### config.mk
export PLATFORM = sky130hd
export DESIGN_NAME = twiddle_conj_mult_s1
export DESIGN_NICKNAME = d
export VERILOG_FILES = /design/src/rtl/twiddle_conj_mult_s1.sv
export SDC_FILE = /design/constraint.sdc
export NUM_CORES = 2
export LEC_CHECK = 0
export ABC_AREA = 1
export CORE_MARGIN = 2
export CORE_UTILIZATION = 40
export DETAILED_ROUTE_END_ITERATION = 10
export PLACE_DENSITY = 0.61
export SETUP_SLACK_MARGIN = 0.4
export SLEW_MARGIN = 20
export SYNTH_ARGS = -nofsm -noshare
export SYNTH_HDL_FRONTEND = slang
export SYNTH_SLANG_ARGS = --single-unit
### constraint.sdc
create_clock -name clk -period 7.6 [get_ports clk]
set_input_delay 0.76 -clock clk [delete_from_list [all_inputs] [get_ports clk]]
set_output_delay 0.76 -clock clk [all_outputs]
set_load 0.005 [all_outputs]
### src/rtl/twiddle_conj_mult_s1.sv
// ============================================================================
// Module      : twiddle_conj_mult_s1
// Description : Stage-1 twiddle multiplier (conj(W32^k) for IFFT, W32^k for
//               FFT) with frame index counter, twiddle ROM and 2-stage pipe.
// Revision    : 1.0 - initial release
// ============================================================================
`default_nettype none

module twiddle_conj_mult_s1 #(
  parameter int DATA_W  = 12,
  parameter int TW_W    = 13,
  parameter int OUT_W   = 13,
  parameter int N       = 32,
  parameter int INVERSE = 1
) (
  input  logic                     clk,
  input  logic                     rst_n,
  input  logic                     sync,
  input  logic                     in_valid,
  input  logic signed [DATA_W-1:0] in_real,
  input  logic signed [DATA_W-1:0] in_imag,
  output logic                     out_valid,
  output logic                     out_last,
  output logic signed [OUT_W-1:0]  out_real,
  output logic signed [OUT_W-1:0]  out_imag
);

  localparam int c_cnt_w  = $clog2(N);
  localparam int c_prod_w = DATA_W + TW_W;
  localparam int c_sum_w  = c_prod_w + 1;
  localparam int c_frac   = TW_W - 2;
  localparam logic signed [c_sum_w-1:0] c_rnd = c_sum_w'(1) <<< (c_frac - 1);
  localparam logic signed [c_sum_w-1:0] c_max = c_sum_w'((2 ** (OUT_W - 1)) - 1);
  localparam logic signed [c_sum_w-1:0] c_min = -c_max - c_sum_w'(1);
  localparam logic signed [TW_W-1:0]    c_one = TW_W'(2 ** c_frac);

  // Second-half twiddles {cos, sin} for k = 0..N/2-1, rounded to s1.11.
  function automatic logic [2*TW_W-1:0] tw_rom(input logic [c_cnt_w-2:0] k);
    int c;
    int s;
    c = 0;
    s = 0;
    case (int'(k))
      0:  begin c =  2048; s =    0; end
      1:  begin c =  2009; s =  400; end
      2:  begin c =  1892; s =  784; end
      3:  begin c =  1703; s = 1138; end
      4:  begin c =  1448; s = 1448; end
      5:  begin c =  1138; s = 1703; end
      6:  begin c =   784; s = 1892; end
      7:  begin c =   400; s = 2009; end
      8:  begin c =     0; s = 2048; end
      9:  begin c =  -400; s = 2009; end
      10: begin c =  -784; s = 1892; end
      11: begin c = -1138; s = 1703; end
      12: begin c = -1448; s = 1448; end
      13: begin c = -1703; s = 1138; end
      14: begin c = -1892; s =  784; end
      15: begin c = -2009; s =  400; end
      default: begin c = 0; s = 0; end
    endcase
    return {TW_W'(c), TW_W'(s)};
  endfunction

  function automatic logic signed [OUT_W-1:0] sat(input logic signed [c_sum_w-1:0] x);
    if (x > c_max)      return OUT_W'(c_max);
    else if (x < c_min) return OUT_W'(c_min);
    else                return x[OUT_W-1:0];
  endfunction

  logic        [c_cnt_w-1:0]  r_cnt;
  logic        [c_cnt_w-1:0]  w_idx;
  logic        [2*TW_W-1:0]   w_tw;
  logic signed [TW_W-1:0]     w_c, w_s, w_d;
  logic signed [c_prod_w-1:0] r_ac, r_bd, r_ad, r_bc;
  logic signed [c_sum_w-1:0]  w_sum_r, w_sum_i, w_rnd_r, w_rnd_i;
  logic                       r_v1, r_last1;

  // A sync sample is index 0 regardless of the running count.
  assign w_idx = sync ? '0 : r_cnt;

  always_comb begin
    w_tw = tw_rom(w_idx[c_cnt_w-2:0]);
    w_c  = c_one;
    w_s  = '0;
    if (w_idx[c_cnt_w-1]) begin
      w_c = w_tw[2*TW_W-1:TW_W];
      w_s = w_tw[TW_W-1:0];
    end
    w_d = (INVERSE != 0) ? w_s : -w_s;
  end

  always_ff @(posedge clk or negedge rst_n) begin
    if (!rst_n) begin
      r_cnt   <= '0;
      r_v1    <= 1'b0;
      r_last1 <= 1'b0;
      r_ac    <= '0;
      r_bd    <= '0;
      r_ad    <= '0;
      r_bc    <= '0;
    end else begin
      r_v1    <= in_valid;
      r_last1 <= in_valid && (w_idx == c_cnt_w'(N - 1));
      if (in_valid) begin
        r_cnt <= w_idx + 1'b1;
        r_ac  <= c_prod_w'(in_real) * c_prod_w'(w_c);
        r_bd  <= c_prod_w'(in_imag) * c_prod_w'(w_d);
        r_ad  <= c_prod_w'(in_real) * c_prod_w'(w_d);
        r_bc  <= c_prod_w'(in_imag) * c_prod_w'(w_c);
      end else if (sync) begin
        r_cnt <= '0;
      end
    end
  end

  assign w_sum_r = c_sum_w'(r_ac) - c_sum_w'(r_bd);
  assign w_sum_i = c_sum_w'(r_ad) + c_sum_w'(r_bc);
  assign w_rnd_r = (w_sum_r + c_rnd) >>> c_frac;
  assign w_rnd_i = (w_sum_i + c_rnd) >>> c_frac;

  // Bubbles leave the data outputs holding their last value.
  always_ff @(posedge clk or negedge rst_n) begin
    if (!rst_n) begin
      out_valid <= 1'b0;
      out_last  <= 1'b0;
      out_real  <= '0;
      out_imag  <= '0;
    end else begin
      out_valid <= r_v1;
      out_last  <= r_last1;
      if (r_v1) begin
        out_real <= sat(w_rnd_r);
        out_imag <= sat(w_rnd_i);
      end
    end
  end

endmodule

`default_nettype wire

==> metrics <==
status finished, final reports clean; Setup Buffers After CTS 0; CTS tree done; vias per inst 5.036; Setup CP Type input pin to flip-flop; critical path depth in cells 23; Cell Pwr Density 105.5 nW/um2; register area share after synthesis 10.79%; Root Driver clkbuf_16; vias in the first global route around 27000; Post-Layout Cell Count ~5200; final core area utilization 43.85%; GPL Wtd Cong around 0.96; power consumption 3.583 mW; max incr delay on CP about 660 ps; EDFF count, synth 0; Cell variety after synth 51; Async SR Flop Fraction 100.0%; Critical-path top delay cell fa_1; Hold Crit Class input pin to asynchronous set/reset pin; # hold bufs at CTS 0; Initial Util 40.43%; clk sink count approximately 140; wire length per cell between 15 and 20 um; core region area 77470 um2; fin crit period 6898 ps; H-tree depth 4; clk buf depth 2; Max Cap Viol 0; period utilisation layout 90.76%; FF-to-FF path depth 22; Ys Warns 0; Place WS 292.0 ps; DRC viols 0; Clock Skew 15.41 ps; Final ANT Viol Nets 0; DRT iter0 DRCs around 2000; Routed WL 93800 um; initial antenna violation count 0; placed wire-length estimate 78690 um; placed cells 5174; Synth top area share around a third; Fmax 145.0 MHz; Reg clk slew, reported paths 60 ps; Max rail drop VDD 0.1568 mV; share of cells above drive strength 1 ~5.3%; antenna cells 0; pin count of the biggest net entering global routing around 70; Nets 5045; commonest cells in the netlist nand2_1, inv_1, fa_1; Startpoint Class input pin; family with the most delay on the worst path adder cells; # setup viols final 0; Top cell by count, worst path fa_1; required time worst endpoint 7950 ps; Slew Viols, Final 0; gr usage total 24.21%; P_leak between 15 and 20 nW; gr ovfl total 0; Worst Path Arrival 7250 ps; CP bufs+invs 6; first-pass GRT wire length between 150000 and 200000 um; Syn Area/Cell 7.648 um2; Die Height about 280 um; Worst Path Max Fanout 20; CTS Buf Count 17; Site Rows 102; crit-path cells clkdlybuf4s50_1 -> buf_4 -> nor2_4 -> inv_6 -> nand2_1 -> nand2_1 -> buf_12 -> nor2_1 -> fa_1 -> fa_1 -> inv_1 -> fa_1 -> fa_1 -> inv_1 -> fa_1 -> ha_1 -> a21oi_1 -> o31ai_1 -> a21oi_1 -> nand3_1 -> nand3b_1 -> nand3_1 -> nand2_1; # IOs 56; DIE WIDTH 283.8 um; top-count cell post-synth nand2_1; Mapped Area 31320 um2; Primary FF master, synth dfrtp_1; Die ar. 80550 um2; vias 26216; setup ws final about 700 ps; count of final hold-check violations 0; CP Capture Type flip-flop; flops & latches, synth between 100 and 150; buffers added on ports 55; Post-Syn Nets 4987; setup_tns 0 ps; unrepaired setup endpoints after global routing false; Worst Tran Pin Value 902.1 ps; Synth area leaders fa_1, ha_1, nand2_1; drt pass-1 iters 6; normalized max-slew margin 39.86%; largest area contributor in the netlist fa_1; later-pin clock latency in the skew report roughly 480 ps; cells after synthesis a little over 4000; P&R area growth vs syn 8.461%
## placed cells by master (no fill, tap or decap), types with 6 or more instances in the layout
master	instances
a21o_1	11
a21oi_1	156
a31oi_1	24
buf_4	93
clkbuf_16	17
clkdlybuf4s50_1	53
clkinv_1	10
dfrtp_1	135
fa_1	498
ha_1	366
inv_1	893
inv_2	18
inv_4	6
inv_6	6
nand2_1	974
nand2_2	11
nand3_1	105
nand4_1	45
nor2_1	405
nor2_2	11
nor3_1	16
nor4_1	6
o21ai_0	132
o21ai_2	6
o21bai_1	9
o31ai_1	6
or2_2	9
xnor2_1	35
xor2_1	39
## flip-flops by register name, summed over array words and instances, names as in the netlist
| signal | cells |
|---|---|
| r_v1 | 1 |
| r_bd | 25 |
| out_real | 13 |
| out_valid | 1 |
| r_ac | 25 |
| out_imag | 13 |
| out_last | 1 |
| r_last1 | 1 |
| r_cnt | 5 |
| r_bc | 25 |
| r_ad | 25 |
## metal layers
layer  track usage (%)  routed length (um)  up-vias
met5            0.3571                  45        -
met4             11.02                4696        2
met3             4.486                7059      191
met2             36.93               40220      923
met1             33.33               41780    12664
li1                  -                   -    12436
## through the flow
step	hold slack, ps	instance area [um2]
4_1_cts	315.4	33970
2_1_floorplan	331.2	31320
3_3_place_gp	359.4	33370
3_5_place_dp	356.8	33370
5_1_grt	341.4	33970
6_report	304.8	33970
## layout make-up
cell class | instances | area (um2)
multi-input combinational | 2917 | 23840
sequential | 135 | 3378
tap | 1040 | 1301
clock buffer | 20 | 456.7
fill | 7995 | 43500
inverter | 930 | 3513
timing repair buffer | 152 | 1340
clock inverter | 12 | 141.4
## timing repair
item	in CTS	in global routing
gates resized for setup	0	2
endpoints found under the hold margin	0	0
endpoints found under the setup margin	0	2
## power by group
part           internal, mW  switching, mW  leakage (nW)
logic                 0.670           1.14          16.3
clock network         0.503          0.353         0.277
registers             0.842         0.0777          1.70
total                  2.02           1.57          18.3
## cells by family after synthesis
kind of cell / count (synthesis) / synth area share, %
flip-flops: 135 / 10.79
buffers and inverters: 1043 / 13.10
XOR/XNOR: 74 / 2.069
adder cells (fa/ha/maj): 864 / 46.45
AND/OR/NAND/NOR: 1611 / 21.08
AO/OA/AOI/OAI: 368 / 6.512
## path summary, 6_finish.rpt
check,start,end,slack [ps]
setup / recovery,sync,r_ac[24],700
hold / removal,rst_n,out_imag[5],300
setup reg to reg,r_cnt[3],r_ac[24],850
hold reg to reg,r_last1,out_last,360
max in group asynchronous,rst_n,r_bd[23],5880
min in group clk,r_last1,out_last,360
No activity file was read; power rests on OpenSTA's default activity.
